## config.mk

```make
export PLATFORM = sky130hd
export DESIGN_NAME = adler32_arbiter_flat
export DESIGN_NICKNAME = d
export VERILOG_FILES = /design/src/rtl/adler32_arbiter_if.sv /design/src/rtl/adler32_arbiter.sv /design/src/flat_wrapper.sv
export SDC_FILE = /design/constraint.sdc
export NUM_CORES = 1
export LEC_CHECK = 0
export ABC_AREA = 1
export CAP_MARGIN = 15
export CORE_MARGIN = 2
export CORE_UTILIZATION = 38
export DETAILED_ROUTE_END_ITERATION = 10
export HOLD_SLACK_MARGIN = 0.02
export PLACE_DENSITY = 0.84
export SYNTH_ARGS = -nofsm -noshare
export SYNTH_HDL_FRONTEND = slang
export SYNTH_SLANG_ARGS = --single-unit
```

## constraint.sdc

```tcl
create_clock -name clock -period 5.6 [get_ports clock]
set_clock_uncertainty 0.05 [all_clocks]
set_input_delay 1.12 -clock clock [delete_from_list [all_inputs] [get_ports clock]]
set_output_delay 1.12 -clock clock [all_outputs]
set_load 0.02 [all_outputs]
```

## src/rtl/adler32_arbiter_if.sv

```systemverilog
// ---------------------------------------------------------------------------
// adler32_arbiter_if
// Bundles the requester byte streams, the adler32 engine link and the tagged
// response channel of adler32_arbiter.
//   req_valid/req_last/req_data : requester -> arbiter (byte i at [8i+7:8i])
//   req_ready                   : arbiter -> requester, one-hot while granted
//   eng_*                       : arbiter <-> single adler32 engine
//   rsp_*                       : registered, requester-tagged result
//   busy                        : arbiter not idle
// slave  : the arbiter side
// master : the environment side (requesters, engine, response sink)
// ---------------------------------------------------------------------------
interface adler32_arbiter_if #(
    parameter int N_REQ = 4,
    parameter int ID_W  = 2
);
    logic [N_REQ-1:0]   req_valid;
    logic [N_REQ-1:0]   req_last;
    logic [8*N_REQ-1:0] req_data;
    logic [N_REQ-1:0]   req_ready;

    logic [7:0]         eng_data;
    logic               eng_data_valid;
    logic               eng_last_data;
    logic               eng_rst_n;
    logic               eng_checksum_valid;
    logic [31:0]        eng_checksum;

    logic               rsp_valid;
    logic [ID_W-1:0]    rsp_id;
    logic [31:0]        rsp_checksum;
    logic               rsp_error;
    logic               busy;

    modport slave (
        input  req_valid, req_last, req_data,
        input  eng_checksum_valid, eng_checksum,
        output req_ready,
        output eng_data, eng_data_valid, eng_last_data, eng_rst_n,
        output rsp_valid, rsp_id, rsp_checksum, rsp_error, busy
    );

    modport master (
        output req_valid, req_last, req_data,
        output eng_checksum_valid, eng_checksum,
        input  req_ready,
        input  eng_data, eng_data_valid, eng_last_data, eng_rst_n,
        input  rsp_valid, rsp_id, rsp_checksum, rsp_error, busy
    );
endinterface

```

## src/rtl/adler32_arbiter.sv

```systemverilog
// ---------------------------------------------------------------------------
// adler32_arbiter
// Shares one adler32 engine among N_REQ byte-stream requesters. A requester
// is granted for a whole message in round-robin order, its bytes are
// forwarded to the engine, and the finished checksum (or a timeout error)
// is returned tagged with the requester index.
//
// Ports:
//   clock  : system clock, rising edge
//   reset  : synchronous, active-high
//   bus    : adler32_arbiter_if.slave (requesters, engine link, response)
//
// state   | meaning
// --------+---------------------------------------------------------------
// IDLE    | no grant; pick next requester from rr_ptr when any is valid
// STREAM  | granted requester's bytes flow straight through to the engine
// WAIT    | last byte sent; wait for engine strobe or timeout
// COOL    | one dead cycle while the engine clears; response is visible
// ---------------------------------------------------------------------------
module adler32_arbiter #(
    parameter int N_REQ   = 4,
    parameter int ID_W    = 2,
    parameter int TIMEOUT = 8
) (
    input  logic             clock,
    input  logic             reset,
    adler32_arbiter_if.slave bus
);
    localparam int              TMR_W    = (TIMEOUT > 2) ? $clog2(TIMEOUT) : 1;
    localparam logic [TMR_W-1:0] TMR_LAST = TMR_W'(TIMEOUT - 1);
    localparam logic [ID_W-1:0]  ID_LAST  = ID_W'(N_REQ - 1);

    typedef enum logic [1:0] {
        ST_IDLE   = 2'd0,
        ST_STREAM = 2'd1,
        ST_WAIT   = 2'd2,
        ST_COOL   = 2'd3
    } state_t;

    state_t           state_q;
    logic [ID_W-1:0]  grant_q;
    logic [ID_W-1:0]  rr_ptr_q;
    logic [TMR_W-1:0] timer_q;
    logic             rsp_valid_q;
    logic [ID_W-1:0]  rsp_id_q;
    logic [31:0]      rsp_checksum_q;
    logic             rsp_error_q;

    logic [ID_W-1:0]  grant_d;
    logic [ID_W-1:0]  rr_ptr_d;
    logic [ID_W-1:0]  idx;
    logic             found;

    logic [7:0]       sel_byte;
    logic             sel_valid;
    logic             sel_last;

    // Round-robin pick: first valid requester at or after rr_ptr, wrapping.
    always_comb begin
        grant_d = grant_q;
        found   = 1'b0;
        idx     = '0;
        for (int k = 0; k < N_REQ; k++) begin
            idx = ID_W'((int'(rr_ptr_q) + k) % N_REQ);
            if (!found && bus.req_valid[idx]) begin
                found   = 1'b1;
                grant_d = idx;
            end
        end
        rr_ptr_d = (grant_d == ID_LAST) ? '0 : grant_d + 1'b1;
    end

    always_comb begin
        sel_byte  = bus.req_data[{grant_q, 3'b000} +: 8];
        sel_valid = bus.req_valid[grant_q];
        sel_last  = bus.req_last[grant_q];
    end

    // Stream path is combinational so bytes reach the engine in the cycle
    // they are accepted; last is always qualified by valid.
    always_comb begin
        bus.req_ready      = '0;
        bus.eng_data       = '0;
        bus.eng_data_valid = 1'b0;
        bus.eng_last_data  = 1'b0;
        if (state_q == ST_STREAM) begin
            bus.req_ready[grant_q] = 1'b1;
            bus.eng_data           = sel_byte;
            bus.eng_data_valid     = sel_valid;
            bus.eng_last_data      = sel_valid & sel_last;
        end
    end

    always_ff @(posedge clock) begin
        if (reset) begin
            state_q        <= ST_IDLE;
            grant_q        <= '0;
            rr_ptr_q       <= '0;
            timer_q        <= '0;
            rsp_valid_q    <= 1'b0;
            rsp_id_q       <= '0;
            rsp_checksum_q <= '0;
            rsp_error_q    <= 1'b0;
        end else begin
            rsp_valid_q <= 1'b0;
            case (state_q)
                ST_IDLE: begin
                    if (found) begin
                        grant_q  <= grant_d;
                        rr_ptr_q <= rr_ptr_d;
                        state_q  <= ST_STREAM;
                    end
                end
                ST_STREAM: begin
                    // ready is always high for the grant, so valid == accepted
                    if (sel_valid && sel_last) begin
                        timer_q <= '0;
                        state_q <= ST_WAIT;
                    end
                end
                ST_WAIT: begin
                    if (bus.eng_checksum_valid) begin
                        rsp_valid_q    <= 1'b1;
                        rsp_id_q       <= grant_q;
                        rsp_checksum_q <= bus.eng_checksum;
                        rsp_error_q    <= 1'b0;
                        state_q        <= ST_COOL;
                    end else if (timer_q == TMR_LAST) begin
                        rsp_valid_q    <= 1'b1;
                        rsp_id_q       <= grant_q;
                        rsp_checksum_q <= '0;
                        rsp_error_q    <= 1'b1;
                        state_q        <= ST_COOL;
                    end else begin
                        timer_q <= timer_q + 1'b1;
                    end
                end
                ST_COOL: begin
                    state_q <= ST_IDLE;
                end
                default: begin
                    state_q <= ST_IDLE;
                end
            endcase
        end
    end

    assign bus.eng_rst_n    = ~reset;
    assign bus.busy         = (state_q != ST_IDLE);
    assign bus.rsp_valid    = rsp_valid_q;
    assign bus.rsp_id       = rsp_id_q;
    assign bus.rsp_checksum = rsp_checksum_q;
    assign bus.rsp_error    = rsp_error_q;

endmodule

```

## src/flat_wrapper.sv

```systemverilog
// flat-port wrapper written by rule: the top's interface ports become plain ports
module adler32_arbiter_flat 
#(
    parameter int N_REQ   = 4,
    parameter int ID_W    = 2,
    parameter int TIMEOUT = 8
)
  (clock, reset, bus_req_valid, bus_req_last, bus_req_data, bus_eng_checksum_valid, bus_eng_checksum, bus_req_ready, bus_eng_data, bus_eng_data_valid, bus_eng_last_data, bus_eng_rst_n, bus_rsp_valid, bus_rsp_id, bus_rsp_checksum, bus_rsp_error, bus_busy);
  adler32_arbiter_if #(.N_REQ(N_REQ), .ID_W(ID_W)) bus_i ();
  input  logic clock;
  input  logic reset;
  input wire logic [$bits(bus_i.req_valid)-1:0] bus_req_valid;
  input wire logic [$bits(bus_i.req_last)-1:0] bus_req_last;
  input wire logic [$bits(bus_i.req_data)-1:0] bus_req_data;
  input wire logic [$bits(bus_i.eng_checksum_valid)-1:0] bus_eng_checksum_valid;
  input wire logic [$bits(bus_i.eng_checksum)-1:0] bus_eng_checksum;
  output wire logic [$bits(bus_i.req_ready)-1:0] bus_req_ready;
  output wire logic [$bits(bus_i.eng_data)-1:0] bus_eng_data;
  output wire logic [$bits(bus_i.eng_data_valid)-1:0] bus_eng_data_valid;
  output wire logic [$bits(bus_i.eng_last_data)-1:0] bus_eng_last_data;
  output wire logic [$bits(bus_i.eng_rst_n)-1:0] bus_eng_rst_n;
  output wire logic [$bits(bus_i.rsp_valid)-1:0] bus_rsp_valid;
  output wire logic [$bits(bus_i.rsp_id)-1:0] bus_rsp_id;
  output wire logic [$bits(bus_i.rsp_checksum)-1:0] bus_rsp_checksum;
  output wire logic [$bits(bus_i.rsp_error)-1:0] bus_rsp_error;
  output wire logic [$bits(bus_i.busy)-1:0] bus_busy;
  assign bus_i.req_valid = bus_req_valid;
  assign bus_i.req_last = bus_req_last;
  assign bus_i.req_data = bus_req_data;
  assign bus_i.eng_checksum_valid = bus_eng_checksum_valid;
  assign bus_i.eng_checksum = bus_eng_checksum;
  assign bus_req_ready = bus_i.req_ready;
  assign bus_eng_data = bus_i.eng_data;
  assign bus_eng_data_valid = bus_i.eng_data_valid;
  assign bus_eng_last_data = bus_i.eng_last_data;
  assign bus_eng_rst_n = bus_i.eng_rst_n;
  assign bus_rsp_valid = bus_i.rsp_valid;
  assign bus_rsp_id = bus_i.rsp_id;
  assign bus_rsp_checksum = bus_i.rsp_checksum;
  assign bus_rsp_error = bus_i.rsp_error;
  assign bus_busy = bus_i.busy;
  adler32_arbiter #(.N_REQ(N_REQ), .ID_W(ID_W), .TIMEOUT(TIMEOUT)) u_core (.clock(clock), .reset(reset), .bus(bus_i));
endmodule
```

Word-level counts from Yosys, hierarchy flattened
Cells that the tools add are included.

Flip-flop bits (word level): 45. Latch bits: 0. Bits in writable memories: 0. Memory bits (read-only): 0. Bits of input ports: 75. Output and inout port bits: 52. Logic and storage cells: 94. Memories kept: 0.

Add/subtract/negate cells: 5. Multipliers: 0. Div/mod/pow operators: 0. $lt $le $gt $ge: 6. Equal/unequal tests: 10. Shift operators: 1. Mux-type cells: 44. Bitwise operators: 3. Reductions and logical operators: 17.

Operators by type and width (number): 2-to-1 mux 32 bit (2); indexed part select 32 x 6 -> 8 bit (1); 2-to-1 mux 2 bit (11); 2-to-1 mux 1 bit (17); < comparator 2 x 3 -> 1 bit, second input constant (5); binary-select mux 1 bit (select 2 bit) (6); 2-to-1 mux 3 bit (3); 2-to-1 mux 8 bit (1); case mux 2 bit (4 select lines) (1); == test 2 bit, second input constant (3); inequality test 2 bit, second input constant (3); case mux 3 bit (2 select lines) (1); nonzero test 2 bit (3); logical AND 1 bit (5); adder 2 x 1 -> 2 bit, second input constant (2); adder 2 bit, second input constant (2); 2-to-1 mux 4 bit (1); AND reduction 2 bit (2); AND reduction 4 bit (1); adder 3 x 1 -> 3 bit, second input constant (1); == test 3 bit, second input constant (1); zero test 1 bit (3); inequality test 3 x 2 -> 1 bit, second input constant (1); AND reduction 3 bit (1); 8 further kinds (9).

Depth between registers and ports, before layout
Word-level depth: 14. Depth in mapped cells: 17. Gate-level depth less buffers: 15.

Worst setup path before layout
No wires, ideal clock.

Path type: input port to output port. Start point: input bus_req_valid[3]. End point: output bus_eng_last_data. Data arrival time: 1.748 ns. Required time: 4.430 ns. Slack: 2.682 ns. Stages on the path: 6. Buffers on the path: 0. Cell sequence: inv_1 nor2_1 a21oi_1 nand2_1 nand2_2 nor2_1.

Cells in the longest elaborated chain, start to end: 4.

RTL lines: start, declared (line flat_wrapper.sv:12) `input wire logic [$bits(bus_i.req_valid)-1:0] bus_req_valid;`; binary-select mux 1 bit (select 2 bit) (line adler32_arbiter.sv:75) `sel_valid = bus.req_valid[grant_q];`; 2-to-1 mux 1 bit (not written as such) (line adler32_arbiter.sv:75); AND 1 bit (line adler32_arbiter.sv:90) `bus.eng_last_data = sel_valid & sel_last;`; 2-to-1 mux 1 bit (line adler32_arbiter.sv:86) `if (state_q == ST_STREAM) begin`; end, declared (line flat_wrapper.sv:20) `output wire logic [$bits(bus_i.eng_last_data)-1:0] bus_eng_last_data;`.

Every way passes these cells. The select of a mux whose other input is x is not followed.

Worst setup path in the final report
Same ends and word-level chain as after synthesis.

==> results.md <==
- Status: completed
- GRT Total Usage: 0.202
- Main combinational cell family by area after synthesis: simple AND/OR/NAND/NOR gates
- Die Wd: 83.6 um
- Root Driver: clkbuf_8
- Ranking of synthesized cells by area: dfxtp_1 (37%), nand2_1 (17%), a21oi_1 (11%)
- Antenna Diode Count: 0
- Post-Synth Simple-Gate Area: 0.333
- Synth Area per Inst: 7.13 sq um
- Multi-input gate area: 1340 sq um
- Yosys warnings: 0
- EDFF count, synth: 0
- Per-cell routed wire length: 13.5 um
- Largest fanout on the critical path: 3
- Share of cells above drive strength 1: 0.109
- Synthesized cell area: 2410 sq um
- Commonest cells post-synth: nand2_1 (109), a21oi_1 (55), dfxtp_1 (45)
- Asr flop ratio synth: 0
- 1st-pass router iterations: 4
- Core box area: 6240 sq um
- Adder-cell share of the synthesized area: 0.0312
- CTS tree: done
- Tcrit/Tclk final: 0.707
- Max-slew headroom: 0.352
- Count of pins over their slew limit: 0
- PD cells: 386 nW/um^2
- Final core utilization: 0.607
- Max_cap viols: 0
- Via density: 5.01
- Syn nets: 419
- Placer congestion estimate: 0.849
- Met3 usage in global routing: 0.0910
- Hold WS: 0.414 ns
- Post-CTS Resized: 0
- Worst path max stage delay: 0.62 ns
- Reg clk slew, reported paths: 0.08 ns
- Final Hold Vio Count: 0
- Worst-case clock buffer depth: 2
- Yosys top cell area share: 0.374
- Compound-Gate Fraction of Synth Area: 0.192
- Die area: 6990 sq um
- Vias in the first global route: 2,570
- CP Cell Sequence: clkdlybuf4s50_1 > inv_1 > nor2_1 > a21oi_1 > nand2_1 > nand2_2 > nor2_1 > clkdlybuf4s50_1
- Yosys cell types: 27
- Area Overhead vs Synth: 57.1%
- Placement row count: 29
- Ys flop type: dfxtp_1
- Top delay family on crit path: buffers and inverters
- Total wire length: 7.20 mm
- Worst skew pair latency: 0.29 ns
- Sink count of the clock tree: 45
- Type of origin of the critical path: primary input
- Met2 Track Usage GR: 0.333
- Post-synthesis mux area share: 0
- GR met1 Demand/Resource: 0.236
- NumNets Final: 538
- Largest area contributor in the synthesized netlist: dfxtp_1
- IO buf count: 126
- I/O pin count: 127
- Worst min-delay path category: flop to flop
- Synthesized netlist cell count: 338
- Crit Path Category: primary input to primary output
- Xor and xnor area share after synthesis: 0
- Crit end category: primary output
- Post-CTS Hold Fix Bufs: 0
- Worst ir drop on vdd: 0.242 mV
- Count leader, synth: nand2_1
- Crit-path slowest cell: clkdlybuf4s50_1
- Filler cell count: 568
- Seq/Total Area, Yosys: 0.374
- DRT antenna net count: 0
- Max Clk Rate: 253 MHz
- Setup Buffers After CTS: 0
- Starting Density: 0.386
- Minimum clock period: 3.96 ns
- Via count: 2,676
- Antenna violations before repair: 0
- Starting DRT DRC Count: 192
- Post-synthesis register bit count: 45
- # setup viols final: 0
- RSZ-0062 raised after global routing: no
- FF+latch area: 901 sq um
- Critical path required time: 4.43 ns
- Pleak: 0.00147 uW
- Setup TNS: 0 ns
- Worst Tran Pin Value: 0.971 ns
- Busiest layer in global routing: met2
- # DRC: 0
- CTS Buf Count: 5
- Crit path DAT: 2.79 ns
- Buf/Inv on CP: 3
- First-pass GRT wire length: 11.7 mm
- Overflow after GRT: 0
- H-Tree Depth: 2
- DP Wirelength: 5.44 mm
- Largest net degree at the start of global routing: 40
- Die Y: 83.6 um
through the flow:
stage | worst slack, ns | area, sq um | instances | total power [uW]
after detailed placement | 1.65 | 3700 | 527 | 1260
after global placement | 1.71 | 3700 | 527 | 1230
final | 1.64 | 3790 | 534 | 1460
after CTS | 1.65 | 3790 | 534 | 1470
after floorplan | 2.68 | 2410 | 338 | 1000
after global routing | 1.54 | 3790 | 534 | 1580
registers in the layout, summed over array words and instances, names as in the netlist:
signal	count
u_core.bus.rsp_id	2
u_core.rr_ptr_q	2
u_core.grant_q	2
u_core.bus.rsp_error	1
u_core.bus.rsp_checksum	32
u_core.state_q	2
u_core.bus.rsp_valid	1
u_core.timer_q	3
cell usage in the layout, fill, tap and decap left out:
master	n
nand4_1	2
inv_2	8
a22oi_1	17
nor2_8	1
nand2_1	109
dfxtp_1	45
clkbuf_8	6
nand2_2	14
ha_1	6
nand3_2	7
inv_1	15
nand2_4	6
o21ai_1	2
a21oi_2	1
clkinvlp_4	1
a21oi_1	55
nor2_1	8
a21boi_2	1
o21ai_2	1
o21ai_0	4
clkinv_1	1
nand3b_1	1
clkdlybuf4s50_1	126
buf_4	1
nor3_1	6
nor2_2	3
nand3_1	10
layer usage:
layer	vias to the layer above	wire length (um)
met2	131	3370
met5	-	0
met4	0	110
met3	11	809
li1	1346	-
met1	1188	2900
kinds of logic after synthesis:
logic type	after synthesis
simple gates	167
flops	45
compound gates	81
fa+ha+maj	6
buf+inv	39
final timing paths:
check | startpoint | end | slack, ns | cells after the start
hold / removal | u_core.bus.rsp_checksum[14] | u_core.bus.rsp_checksum[14] | 0.41 | 2
hold reg to reg | u_core.bus.rsp_checksum[14] | u_core.bus.rsp_checksum[14] | 0.41 | 2
setup / recovery | bus_req_valid[3] | bus_eng_last_data | 1.64 | 8
setup reg to reg | u_core.rr_ptr_q[0] | u_core.rr_ptr_q[1] | 3.36 | 14
tightest hold or removal path, cell delays in order, from the launching register on:
cell and delay (ns):
dfxtp_1 0.31, nand2_1 0.06, a21oi_1 0.05
cell type report:
type                       count  area share
multi-input combinational    254       0.354
timing repair buffer         127       0.335
sequential                    45       0.238
clock inverter                 1     0.00198
tap                           77      0.0254
inverter                      24      0.0238
clock buffer                   6      0.0218
power by group:
part / internal (uW) / total [uW] / switching (uW)
Sequential: 371 / 414 / 43.5
Combinational: 336 / 846 / 510
Clock: 97.5 / 200 / 102
Note: power is estimated with default switching activity, not from simulation.
==> edit, RTL diff (config.mk and constraints unchanged) <==
Reset style: asynchronous (`reset`), changed in one clocked block.
--- a/src/rtl/adler32_arbiter.sv
+++ b/src/rtl/adler32_arbiter.sv
@@ -91,7 +91,7 @@
         end
     end
 
-    always_ff @(posedge clock) begin
+    always_ff @(posedge clock or posedge reset) begin
         if (reset) begin
             state_q        <= ST_IDLE;
             grant_q        <= '0;
Behaviour: differs if reset is asserted again (counterexample within 4 cycles, from zero or initial values and one cycle with reset high); with reset held inactive, the same outputs for 4 cycles.
==> edit against the unedited design <==
Sequential power is 46% higher; global-route usage is 0.14 points lower; worst setup slack better by 0.11 ns; fmax is 2.8% higher; final area is 3.0% higher; sequential cell count stayed put; non-clock buffer count is 1 higher; synthesized area is 4.0% higher; power is 49% higher; sequential share of layout area is 5.1 points higher; register-to-register slack better by 0.06 ns; wire length hardly changed.
==> edit: results (changes against the unedited design) <==
[run_status]
outcome = finished, final reports clean

[yosys]
synthArstFlopShare_pct = 100  ; +100 points
ys.flop_type = dfrtp_1
synthAdderAreaFrac_pct = 2.50  ; -0.62 points
synth_area_leaders = dfrtp_1, a22o_1, nand2_1
synthCells = 281  ; -17%
synth_fp_nets = 361  ; -14%
synthTopCellsByCount = nand2_1, dfrtp_1, nand3_1, a22o_1, nand2_2
synth_top_area_share_pct = 44.9  ; +7.5 points
synth_cell_types = 28  ; +3.7%
yosysSeqAreaShare_pct = 44.9  ; +7.5 points
ys_warn_count = 0  ; unchanged
muxShareOfSynthArea_pct = 0  ; unchanged
synth_compound_area_share_pct = 20.9  ; +1.8 points
synth_xor_area_share_pct = 0  ; unchanged

[route]
drt_iter0_markers = 104  ; -46%
wl_per_cell_um = 15.0  ; +11%
totalWireLength_mm = 7.19  ; about the same
vias_per_cell = 5.10  ; +1.8%
drtPass1Iterations = 4  ; unchanged

[place]
gp_congestion = 0.902  ; +6.2%
dp_cells = 471  ; -11%
dp_hpwl_mm = 5.46  ; +0.36%
io_buffers = 126  ; unchanged

[global_route]
grt_pass1_wl_mm = 11.8  ; +0.95%
grt_usage_pct = 20.0  ; -0.14 points
grt_max_degree = 46  ; +15%
antenna_found_initial = 0  ; unchanged
first_global_vias = 2432  ; -5.4%

[power]
p_leak_nw = 1.76  ; +20%
peakVddDrop_mv = 0.368  ; +52%

[clock_network]
cts_buffer_depth = 2  ; unchanged
cts_made_buffers = 5  ; unchanged
clk_pin_slew_ns = 0.08  ; about the same
clk_latency_ns = 0.30
htree_levels = 2  ; unchanged
cts-resized-gates = 0  ; unchanged
cts_setup_buffers = 0  ; unchanged
ctsRootBufferMaster = clkbuf_8

[final_layout]
finish.net_count = 481  ; -11%
drive_above_1_share_pct = 11.7  ; +0.75 points
antennaDiodeCount = 0  ; unchanged
largest_register_ff_count = 32  ; unchanged

[setup_path]
crit_fanout = 3  ; unchanged
crit_arrival_ns = 2.68  ; -0.11 ns
cpPeakStageDelay_ns = 0.61
cpMaxStageDelayCell = clkdlybuf4s50_1

[sta]
setup_tns_ns = 0  ; unchanged
worst_pin_slew_ns = 1.01  ; +0.0382 ns

[hold_path]
hold_class = flip-flop to flip-flop

==> edit: changes by cell type in the layout (fill, tap and decap cells not counted), moves of 5 or more <==
cell,change
a21oi_1,-55
nand3_1,+24
a22oi_1,-8
dfrtp_1,+45
dfxtp_1,-45
a31oi_1,+8
a22o_1,+32
o21ai_1,+5
nand3_2,-7
nand2_1,-50
==> edit: worst max-delay path: cells and delay by family <==
kind	cells	cell delay, ns
compound gates	1	0.20
buf+inv	3	1.16
simple gates	2	0.20
==> edit: area by class of cell <==
type | count | area, sq um
Clock buffer | 5 | 68.8
Clock inverter | 3 | 25.0
Fill cell | 535 | 2450
Inverter | 25 | 104
Multi-Input combinational cell | 196 | 1200
Sequential cell | 45 | 1130
Tap cell | 77 | 96.3
Timing Repair Buffer | 128 | 1280
==> edit: kinds of logic (layout without fill, tap and decap cells) <==
kind of cell,after synthesis,after routing
buffers and inverters,40,161
AND/OR/NAND/NOR,126,126
flip-flops,45,45
AO/OA/AOI/OAI,65,65
adder cells (fa/ha/maj),5,5
==> edit: per-stage QoR <==
step	instance area, sq um	power (mW)	setup WS, ns	utilization (%)
after global routing	3900	2.34	1.65	61.4
after CTS	3900	2.19	1.74	61.4
after detailed placement	3810	1.97	1.75	59.9
after floorplan	2510	1.47	2.26	-
after global placement	3810	1.94	1.77	59.9
final	3900	2.17	1.75	61.4
==> edit: power by group <==
group          switching (mW)  internal (mW)
Sequential              0.133          0.472
Clock                   0.119         0.0902
Combinational           0.756          0.602
Total                    1.01           1.16
==> edit: worst paths after layout <==
check                                       start                          end  slack [ns]  cells past startpoint
min in group asynchronous                   reset         u_core.bus.rsp_valid        1.22                      3
worst max-delay path             bus_req_valid[2]            bus_eng_last_data        1.75                      6
worst min-delay path            u_core.timer_q[0]            u_core.timer_q[0]        0.43                      1
worst max register to register  u_core.timer_q[0]         u_core.bus.rsp_error        3.42                      7
max in group asynchronous                   reset  u_core.bus.rsp_checksum[21]        3.90                      3
worst min register to register  u_core.timer_q[0]            u_core.timer_q[0]        0.43                      1
==> edit: layer usage <==
metal | track usage [%] | routed length [um]
met1 | 24.9 | 2980
met2 | 34.7 | 3700
met3 | 3.79 | 329
met4 | 7.22 | 180
met5 | 0 | 0
